$ cat src/rtl/pip_hazard_ctrl.sv
// Hazard and stall controller for the 5-stage RV32I pipeline: per-stage write
// enables, flush/bubble selects, memory-wait timeout and performance counters.
//
// state    | meaning
// RUN      | normal issue, no outstanding data-memory stall
// MEM_WAIT | data memory has not acknowledged; upstream stages frozen
// HALT     | memory wait exceeded MEM_TIMEOUT cycles; core frozen until reset
module pip_hazard_ctrl #(
    parameter int MEM_TIMEOUT = 256,
    parameter int CNT_W       = 32
) (
    input  logic             clk,
    input  logic             rst,
    input  logic [4:0]       dec_rs1,
    input  logic [4:0]       dec_rs2,
    input  logic             dec_rs1_used,
    input  logic             dec_rs2_used,
    input  logic [4:0]       exe_rd,
    input  logic             exe_mem_read,
    input  logic             exe_branch_taken,
    input  logic             imem_ready,
    input  logic             mem_req,
    input  logic             dmem_ack,
    output logic             pc_write_en,
    output logic             fet_dec_write_en,
    output logic             dec_exe_write_en,
    output logic             exe_mem_write_en,
    output logic             mem_wb_write_en,
    output logic             fet_dec_flush,
    output logic             dec_exe_flush,
    output logic             mem_wb_bubble,
    output logic             mem_timeout_err,
    output logic [CNT_W-1:0] stall_cnt,
    output logic [CNT_W-1:0] flush_cnt
);

    localparam int WAIT_W = $clog2(MEM_TIMEOUT);
    localparam logic [WAIT_W-1:0] WAIT_LAST = WAIT_W'(MEM_TIMEOUT - 1);

    typedef enum logic [1:0] {
        RUN      = 2'd0,
        MEM_WAIT = 2'd1,
        HALT     = 2'd2
    } state_t;

    state_t            state;
    state_t            state_next;
    logic [WAIT_W-1:0] wait_cnt;
    logic              load_use;
    logic              mem_stall;
    logic              flush_evt;

    assign mem_stall = mem_req && !dmem_ack;
    assign load_use  = exe_mem_read && (exe_rd != 5'd0) &&
                       ((dec_rs1_used && (dec_rs1 == exe_rd)) ||
                        (dec_rs2_used && (dec_rs2 == exe_rd)));

    assign mem_timeout_err = (state == HALT);

    always_comb begin
        state_next       = state;
        pc_write_en      = 1'b0;
        fet_dec_write_en = 1'b0;
        dec_exe_write_en = 1'b0;
        exe_mem_write_en = 1'b0;
        mem_wb_write_en  = 1'b0;
        fet_dec_flush    = 1'b0;
        dec_exe_flush    = 1'b0;
        mem_wb_bubble    = 1'b0;
        flush_evt        = 1'b0;
        case (state)
            RUN, MEM_WAIT: begin
                if (mem_stall) begin
                    // Only WB drains; a taken branch waits in EXE until the ack.
                    mem_wb_write_en = 1'b1;
                    mem_wb_bubble   = 1'b1;
                    state_next      = (wait_cnt == WAIT_LAST) ? HALT : MEM_WAIT;
                end else begin
                    state_next       = RUN;
                    pc_write_en      = 1'b1;
                    fet_dec_write_en = 1'b1;
                    dec_exe_write_en = 1'b1;
                    exe_mem_write_en = 1'b1;
                    mem_wb_write_en  = 1'b1;
                    if (exe_branch_taken) begin
                        fet_dec_flush = 1'b1;
                        dec_exe_flush = 1'b1;
                        flush_evt     = 1'b1;
                    end else if (load_use) begin
                        pc_write_en      = 1'b0;
                        fet_dec_write_en = 1'b0;
                        dec_exe_flush    = 1'b1;
                    end else if (!imem_ready) begin
                        pc_write_en   = 1'b0;
                        fet_dec_flush = 1'b1;
                    end
                end
            end
            HALT:    state_next = HALT;
            default: state_next = RUN;
        endcase
        if (rst) begin
            pc_write_en      = 1'b0;
            fet_dec_write_en = 1'b0;
            dec_exe_write_en = 1'b0;
            exe_mem_write_en = 1'b0;
            mem_wb_write_en  = 1'b0;
            fet_dec_flush    = 1'b0;
            dec_exe_flush    = 1'b0;
            mem_wb_bubble    = 1'b0;
            flush_evt        = 1'b0;
        end
    end

    always_ff @(posedge clk or posedge rst) begin
        if (rst) begin
            state    <= RUN;
            wait_cnt <= '0;
        end else begin
            state <= state_next;
            if (mem_stall && (state != HALT)) begin
                wait_cnt <= wait_cnt + WAIT_W'(1);
            end else begin
                wait_cnt <= '0;
            end
        end
    end

    always_ff @(posedge clk or posedge rst) begin
        if (rst) begin
            stall_cnt <= '0;
            flush_cnt <= '0;
        end else begin
            if (!pc_write_en && (stall_cnt != {CNT_W{1'b1}})) begin
                stall_cnt <= stall_cnt + CNT_W'(1);
            end
            if (flush_evt && (flush_cnt != {CNT_W{1'b1}})) begin
                flush_cnt <= flush_cnt + CNT_W'(1);
            end
        end
    end

endmodule

$ cat config.mk
export PLATFORM = sky130hd
export DESIGN_NAME = pip_hazard_ctrl
export DESIGN_NICKNAME = d
export VERILOG_FILES = /design/src/rtl/pip_hazard_ctrl.sv
export SDC_FILE = /design/constraint.sdc
export NUM_CORES = 1
export LEC_CHECK = 0
export CAP_MARGIN = 10
export CORE_MARGIN = 3
export CORE_UTILIZATION = 45
export CTS_BUF_LIST = sky130_fd_sc_hd__clkbuf_8
export DETAILED_ROUTE_END_ITERATION = 16
export GPL_ROUTABILITY_DRIVEN = 0
export PLACE_DENSITY = 0.75
export SLEW_MARGIN = 20
export SYNTH_ARGS = -nofsm -noshare
export SYNTH_HDL_FRONTEND = slang
export SYNTH_SLANG_ARGS = --single-unit
$ cat constraint.sdc
create_clock -name clk -period 3.2 [get_ports clk]
set_input_delay 0.32 -clock clk [delete_from_list [all_inputs] [get_ports clk]]
set_output_delay 0.32 -clock clk [all_outputs]
set_load 0.01 [all_outputs]
After elaboration in Yosys (flattened, before gate mapping)
Index checks and enable logic that the tools add are counted.
{ "op_classes": {"div_mod_pow": 0, "muxes": 38, "n_addsub": 3, "n_eq_ne": 8, "order_cmp": 0, "bitwise_logic": 0, "shift": 0, "n_mul": 0, "n_reduce_logical": 14} }
{ "op_table": {"columns": ["op", "n"], "rows": [
  ["$add A32 B1 Y32 const B", 2],
  ["$ne A32 B32 Y1 const B", 2],
  ["$mux W1", 34],
  ["$eq A5 B5 Y1", 2],
  ["$add A8 B1 Y8 const B", 1],
  ["$eq A8 B8 Y1 const B", 1],
  ["$logic_and A1 B1 Y1", 8],
  ["$mux W8", 1],
  ["$reduce_bool A5 Y1", 1],
  ["$mux W2", 2],
  ["$pmux W2 S2", 1],
  ["$eq A2 B1 Y1 const B", 1],
  ["$eq A2 B2 Y1 const B", 1],
  ["$logic_not A1 Y1", 2],
  ["$logic_not A2 Y1", 1],
  ["$ne A2 B2 Y1 const B", 1],
  ["$reduce_or A2 Y1", 1],
  ["$logic_or A1 B1 Y1", 1]
]} }
{ "totals": {"latchBits": 0, "out_inout_bits": 73, "regBits": 74, "ram_bits": 0, "memories": 0, "rom_bits": 0, "inputBits": 24} }

Longest topological paths before layout
Gate-level depths: netlist of the first run.
{ "logic_depth": {"depth_word": 11, "mapped_depth": 8, "ltp_nobuf": 7} }

Least setup slack after synthesis of the first run
No wires, ideal clock.
{ "synth_path": {"path_type": "reg-to-reg", "startpoint": "reg stall_cnt[0]", "endpoint": "reg stall_cnt[1]", "setup_ns": 0.125, "path_stages_with_launch": 9, "period_less_slack_ns": 2.210, "t_required_ns": 3.075, "t_arrival_ns": 2.085, "n_path_buf": 1, "setup_slack_ns": 0.990, "cell_sequence": "dfrtp_1 > ha_1 > and4_1 > and3_1 > and3_1 > and2_1 > clkbuf_1 > nor2_1 > mux2_2"} }
{ "synth_between": {"elab_chain_cells": 2, "elab_cells_between_ends": 3} }
{ "synth_lines": {"columns": ["item", "line_no", "source"], "rows": [
  ["start: declaration", "33", "output logic [CNT_W-1:0] stall_cnt,"],
  ["start signal: assignment", "135", "stall_cnt <= stall_cnt + CNT_W'(1);"],
  ["branches (longest 2 deep; another with $add A32 B1 Y32)", null, null]
]} }
Parallel ways; which one is timed is not known.
A chain may end at the register's enable or synchronous reset.

Worst setup path in the final report of the first run
{ "layout_path": {"startpoint": "in exe_rd[1]", "endpoint": "out fet_dec_flush"} }
{ "layout_between": {"elab_chain_cells": 9, "elab_cells_between_ends": 13} }
{ "layout_lines": {"columns": ["item", "line_no", "source"], "rows": [
  ["start: declaration", "18", "input logic [4:0] exe_rd,"],
  ["$eq A5 B5 Y1 (on tied branches)", "55, 56", null],
  ["$logic_and A1 B1 Y1 (on tied branches)", "55, 56", null],
  ["$logic_or A1 B1 Y1", "55", "((dec_rs1_used && (dec_rs1 == exe_rd)) ||"],
  ["$logic_and A1 B1 Y1 (*)", "54", "assign load_use = exe_mem_read && (exe_rd != 5'd0) &&"],
  ["$mux W1 (*)", "89", "end else if (load_use) begin"],
  ["$mux W1 (*)", "85", "if (exe_branch_taken) begin"],
  ["$mux W1 (*)", "73", "if (mem_stall) begin"],
  ["$mux W1 (*)", "71", "case (state)"],
  ["$mux W1 (*)", "102", "if (rst) begin"],
  ["end: declaration", "29", "output logic fet_dec_flush,"]
]} }
Mark *: on every way between the ends. The rest lies on a longest branch, timed or not.

==> results of run 1 <==
## flip-flops by register name, indices dropped and copies added, names as in the netlist
signal     count
stall_cnt     32
flush_cnt     32
wait_cnt       8
state          2
## critical path, cell delays in order
cell	delay, ns
clkdlybuf4s50_1	0.46
or4_1	0.52
o21ai_0	0.20
nand2b_1	0.20
nand2b_1	0.07
a21oi_1	0.14
clkdlybuf4s50_1	0.55
## power breakdown
part           internal, mW  switching [mW]  leakage, nW
combinational         0.237           0.169         1.03
sequential             1.02           0.119        0.932
clock                 0.302           0.347       0.0847
total                  1.56           0.636         2.05
## cells in the mapped netlist, types with 3 or more instances
| cell | n |
|---|---|
| a21oi_1 | 3 |
| and2_1 | 3 |
| and3_1 | 10 |
| and4_1 | 6 |
| buf_2 | 3 |
| clkbuf_1 | 3 |
| dfrtp_1 | 74 |
| ha_1 | 3 |
| inv_1 | 8 |
| nand2_1 | 32 |
| nand2b_1 | 4 |
| nand3_1 | 29 |
| nand4_1 | 20 |
| nor2_1 | 36 |
| nor3_1 | 10 |
| nor4_1 | 16 |
| nor4b_1 | 6 |
| xnor2_1 | 31 |
| xor2_1 | 47 |
## kinds of logic after synthesis
| logic type | synth area share [%] |
|---|---|
| and+or+nand+nor | 26.8 |
| xor gates and xnor gates | 18.5 |
| DFF | 50.1 |
| buffers and inverters | 1.73 |
| AOI/OAI and AO/OA | 1.25 |
| adders and majority gates | 1.02 |
| muxes | 0.609 |
## worst min path at each step
stage | startpoint | endpoint | cells past startpoint
2_1_floorplan | wait_cnt[0] | wait_cnt[0] | 1
4_1_cts | flush_cnt[17] | flush_cnt[17] | 1
6_report | flush_cnt[17] | flush_cnt[17] | 1
3_3_place_gp | wait_cnt[0] | wait_cnt[0] | 1
3_5_place_dp | flush_cnt[17] | flush_cnt[17] | 1
5_1_grt | flush_cnt[22] | flush_cnt[22] | 1
## per-layer routing
| layer | track usage [%] | vias up |
|---|---|---|
| met2 | 29.4 | 97 |
| met5 | 0 | - |
| met3 | 5.41 | 10 |
| li1 | - | 1481 |
| met1 | 25.4 | 1470 |
| met4 | 4.54 | 0 |
## area by class of cell
type | count | area (µm²) | area share (%)
clock buffer | 10 | 138 | 2.78
clock inverter | 6 | 41.3 | 0.833
inverter | 8 | 30.0 | 0.606
multi-input combinational | 276 | 1780 | 36.0
sequential | 74 | 1850 | 37.4
tap | 102 | 128 | 2.58
timing repair buffer | 99 | 983 | 19.8
## metrics by stage
step                instance area [µm²]  total power, mW  setup WS [ns]  std cells  hold WS, ns
floorplan                          3700             1.31          0.990        365        0.448
global placement                   4780             1.55          0.444        559        0.466
detailed placement                 4780             1.56          0.409        559        0.473
CTS                                4960             2.22          0.407        575        0.493
global route                       4960             2.31          0.304        575        0.521
finish                             4960             2.19          0.411        575        0.487
==> impl_metrics.env, run 1 <==
export IMPL_clkLatencyLatePin_ns=0.34
export IMPL_ys_seq_elements=74
export IMPL_drv_cap=0
export IMPL_ctsRootBufferMaster="clkbuf_8"
export IMPL_finalCriticalPeriod_ns=2.79
export IMPL_yosys_area_top_type_share_pct=50.1
export IMPL_syn_area_um2=3700
export IMPL_ys_async_sr_fraction_pct=100
export IMPL_r2r_end="stall_cnt[27]"
export IMPL_numCtsBuffers=9
export IMPL_wl_per_cell_um=14.9
export IMPL_grt_max_degree=75
export IMPL_path_max_fanout=3
export IMPL_yosysWarnings=0
export IMPL_ctsResizeCount=0
export IMPL_fin_util_pct=63.2
export IMPL_cp_data_required_time_ns=2.88
export IMPL_finalMaxSlewViolations=0
export IMPL_syn_avg_cell_area_um2=10.1
export IMPL_path_class="input pin to output pin"
export IMPL_setup_tns_ns=0
export IMPL_synth_enable_flop_cells=0
export IMPL_io_pins=97
export IMPL_vias_per_cell=5.32
export IMPL_power_density_nw_per_um2=443
export IMPL_grt_antenna_before_repair=0
export IMPL_cp_start_kind="input pin"
export IMPL_clk_pin_slew_ns=0.08
export IMPL_drc_errors=0
export IMPL_hold_viol=0
export IMPL_synth_net_count=392
export IMPL_final_common_cell="clkdlybuf4s50_1"
export IMPL_grt_pass1_wl_um=14500
export IMPL_num_rows=32
export IMPL_finalCritPeriodShare_pct=87.2
export IMPL_synth_distinct_cells=35
export IMPL_postCtsHoldBufs=0
export IMPL_wl_met1_um=3870
export IMPL_cts_tree="built"
export IMPL_max_vdd_ir_drop_mv=0.201
export IMPL_crit_path_end_kind="output pin"
export IMPL_synth_area_leaders="dfrtp_1 50%, xor2_1 11%, xnor2_1 7.3%"
export IMPL_timing_fmax_mhz=359
export IMPL_dr_total_vias=3058
export IMPL_ff2ff_path_depth=7
export IMPL_num_fill_cells=649
export IMPL_endpoint="fet_dec_flush"
export IMPL_met2_length_um=4070
export IMPL_min_path_type="flip-flop to flip-flop"
export IMPL_route_met3_wl_um=556
export IMPL_finalSetupViolCount=0
export IMPL_drt_total_wl_um=8570
export IMPL_gr_total_overflow=0
export IMPL_cts_sinks=74
export IMPL_layout_common_cells="96 x clkdlybuf4s50_1, 74 x dfrtp_1, 47 x xor2_1"
export IMPL_initial_utilization_pct=47.1
export IMPL_grt_pass1_vias=3031
export IMPL_insertedDiodeCount=0
export IMPL_layout_nets=495
export IMPL_crit_start="exe_rd[1]"
export IMPL_top_layer="met4"
export IMPL_first_pass_iters=4
export IMPL_syn_to_final_growth_pct=34.1
export IMPL_die_x_um=96.6
export IMPL_final_antenna_net_count=0
export IMPL_dpl_hpwl_um=6280
export IMPL_r2r_slack_ns=0.89
export IMPL_die_area_um2=9340
export IMPL_skew_ns=0.00823
export IMPL_post_cts_buffers=0
export IMPL_die_y_um=96.6
export IMPL_status="complete, no violations"
export IMPL_track_usage_pct=18.6
export IMPL_synth_largest_area_cell="dfrtp_1"
export IMPL_yosysSeqAreaShare_pct=50.1
export IMPL_reg2reg_from="stall_cnt[0]"
export IMPL_design_core_area_um2=7850
export IMPL_cts_buffer_depth=2
export IMPL_power_leakage_nw=2.05
export IMPL_htree_levels=3
export IMPL_worst_pin_slew_ns=0.910
export IMPL_syn_inst=365
export IMPL_rsz0062_at_grt="no"
export IMPL_relSlewSlack_pct=39.3
export IMPL_io_buffers=96
export IMPL_drive_above_1_share_pct=6.34
export IMPL_synthFlopType="dfrtp_1"
export IMPL_drt_iter0_markers=136
export IMPL_critPathArrivalTime_ns=2.47
(Power assumes the default switching activity.)
==> run 2, diff against run 1 <==
--- a/config.mk
+++ b/config.mk
@@ -12,6 +12,7 @@
 export DETAILED_ROUTE_END_ITERATION = 16
 export GPL_ROUTABILITY_DRIVEN = 0
 export PLACE_DENSITY = 0.75
+export SKIP_CTS_REPAIR_TIMING = 1
 export SLEW_MARGIN = 20
 export SYNTH_ARGS = -nofsm -noshare
 export SYNTH_HDL_FRONTEND = slang
==> results of run 2 <==
Final layout, timing and power as in run 1 (identical DEF).
==> run 3, diff against run 2 <==
--- a/config.mk
+++ b/config.mk
@@ -5,13 +5,13 @@
 export SDC_FILE = /design/constraint.sdc
 export NUM_CORES = 1
 export LEC_CHECK = 0
-export CAP_MARGIN = 10
 export CORE_MARGIN = 3
 export CORE_UTILIZATION = 45
 export CTS_BUF_LIST = sky130_fd_sc_hd__clkbuf_8
 export DETAILED_ROUTE_END_ITERATION = 16
 export GPL_ROUTABILITY_DRIVEN = 0
 export PLACE_DENSITY = 0.75
+export RECOVER_POWER = 100
 export SKIP_CTS_REPAIR_TIMING = 1
 export SLEW_MARGIN = 20
 export SYNTH_ARGS = -nofsm -noshare
==> impl_metrics.env, run 3 (synthesis results as in run 1) <==
export IMPL_layout_nets=495
export IMPL_design_core_area_um2=7850
export IMPL_path_max_fanout=3
export IMPL_swShare_pct=29.2
export IMPL_ctsRootBufferMaster="clkbuf_8"
export IMPL_internal_power_mw=1.53
export IMPL_power_density_nw_per_um2=437
export IMPL_drt_iter0_markers=134
export IMPL_setup_tns_ns=0
export IMPL_p_comb_share_pct=17.3
export IMPL_cts_tree="built"
export IMPL_finalCritPeriodShare_pct=92.5
export IMPL_path_class="input pin to output pin"
export IMPL_r2r_slack_ns=0.73
export IMPL_switchingPower_uw=628
export IMPL_crit_start="exe_rd[1]"
export IMPL_die_y_um=96.6
export IMPL_drt_total_wl_um=8500
export IMPL_dr_total_vias=3033
export IMPL_drive_above_1_share_pct=4.65
export IMPL_finalMaxSlewViolations=75
export IMPL_syn_to_final_growth_pct=33.3
export IMPL_path_delay_family="buffers and inverters"
export IMPL_critPathArrivalTime_ns=2.64
export IMPL_skew_ns=0.00733
export IMPL_ff2ff_path_depth=8
export IMPL_timing_fmax_mhz=338
export IMPL_worst_pin_slew_ns=1.80
export IMPL_cts_buffer_depth=2
export IMPL_finalSetupViolCount=0
export IMPL_grt_antenna_before_repair=0
export IMPL_max_vdd_ir_drop_mv=0.200
export IMPL_seqPwrFrac_pct=52.7
export IMPL_top_regs="flush_cnt: 32 flops, stall_cnt: 32 flops, wait_cnt: 8 flops"
export IMPL_cp_data_required_time_ns=2.88
export IMPL_r2r_end="stall_cnt[1]"
export IMPL_crit_path_end_kind="output pin"
export IMPL_dpl_hpwl_um=6280
export IMPL_finalPower_mw=2.16
export IMPL_hold_viol=0
export IMPL_whs_ns=0.482
export IMPL_die_x_um=96.6
export IMPL_grt_pass1_vias=3031
export IMPL_wl_per_cell_um=14.8
export IMPL_min_path_type="flip-flop to flip-flop"
export IMPL_endpoint="pc_write_en"
export IMPL_gr_total_overflow=0
export IMPL_status="complete, but fails checks"
export IMPL_slowest_delay_ns=0.61
export IMPL_clk_pin_slew_ns=0.08
export IMPL_place_ws_ns=0.409
export IMPL_clkLatencyLatePin_ns=0.34
export IMPL_crit_slowest_cell="clkdlybuf4s50_1"
export IMPL_violations="max-capacitance violations, max-slew violations"
export IMPL_first_pass_iters=4
export IMPL_grt_pass1_wl_um=14500
export IMPL_finalCriticalPeriod_ns=2.96
export IMPL_crit_cells=6
export IMPL_setup_ws_ns=0.242
export IMPL_layout_common_cells="74 x dfrtp_1, 74 x dlygate4sd3_1, 47 x xor2_1"
export IMPL_vias_per_cell=5.27
export IMPL_grt_max_degree=75
export IMPL_cts_sinks=74
export IMPL_power_leakage_nw=2.15
export IMPL_die_area_um2=9340
export IMPL_reg2reg_from="state[1]"
export IMPL_rsz0062_at_grt="no"
export IMPL_numCtsBuffers=9
export IMPL_relSlewSlack_pct=-20.2
export IMPL_pwr_share_clk_pct=30.0
export IMPL_cp_start_kind="input pin"
export IMPL_crit_chain="dlygate4sd3_1 -> or4_1 -> o21ai_0 -> nor2_1 -> a21oi_1 -> clkdlybuf4s50_1"
export IMPL_io_buffers=96
export IMPL_final_antenna_net_count=0
export IMPL_io_pins=97
export IMPL_track_usage_pct=18.6
export IMPL_insertedDiodeCount=0
export IMPL_initial_utilization_pct=47.1
export IMPL_cp_num_buf_inv=2
export IMPL_num_rows=32
export IMPL_drv_cap=1
export IMPL_drc_errors=0
export IMPL_fin_util_pct=62.8
export IMPL_htree_levels=3
[run 3: changes by cell type in the layout (fill, tap and decap cells not counted), sizes merged]
cell / previous run / this run
clkdlybuf4s50: 96 / 22
inv: 9 / 8
dlygate4sd3: 0 / 74
clkinv: 2 / 3
clkbuf: 10 / 13
buf: 3 / 0
[run 3: stage by stage]
step / cell area (µm²) / cells
after floorplan: 3700 / 365
after global placement: 4780 / 559
after detailed placement: 4780 / 559
after CTS: 4960 / 575
after global routing: 4930 / 575
final: 4930 / 575
[run 3: worst min-delay path by stage]
| stage | start | to | cells past startpoint |
|---|---|---|---|
| after global placement | wait_cnt[0] | wait_cnt[0] | 1 |
| final | flush_cnt[17] | flush_cnt[17] | 1 |
| after floorplan | wait_cnt[0] | wait_cnt[0] | 1 |
| after detailed placement | flush_cnt[17] | flush_cnt[17] | 1 |
| after CTS | flush_cnt[17] | flush_cnt[17] | 1 |
| after global routing | flush_cnt[22] | flush_cnt[22] | 1 |
[run 3: layout make-up]
| cell class | count | area, µm² |
|---|---|---|
| Sequential cell | 74 | 1850 |
| Clock inverter | 6 | 41.3 |
| Inverter | 8 | 30.0 |
| Fill cell | 655 | 2920 |
| Multi-Input combinational cell | 276 | 1770 |
| Clock buffer | 10 | 138 |
| Timing Repair Buffer | 99 | 975 |
| Tap cell | 102 | 128 |
[run 3: power groups by stage]
stage / sequential [mW] / combinational [mW] / clock (mW)
floorplan: 1.17 / 0.134 / 0
global placement: 1.15 / 0.402 / 0
detailed placement: 1.15 / 0.410 / 0
CTS: 1.14 / 0.412 / 0.667
global route: 1.15 / 0.408 / 0.716
finish: 1.14 / 0.373 / 0.647
[run 3: routing by layer]
| metal | track usage (%) | part of all wire (%) | vias up |
|---|---|---|---|
| met5 | 0 | 0 | - |
| met4 | 4.54 | 0.60 | 0 |
| met3 | 5.41 | 5.7 | 4 |
| met2 | 29.4 | 48 | 75 |
| met1 | 25.4 | 46 | 1468 |
| li1 | - | - | 1486 |
[run 3: worst reg2reg max path, cell delays in order, from the launching register on]
cell	delay, ns
dfrtp_1	0.42
nor2_1	0.21
nand2_1	0.14
inv_1	0.12
o21ai_0	0.13
a21oi_1	0.33
clkbuf_2	0.55
nor2_1	0.17
mux2_2	0.30
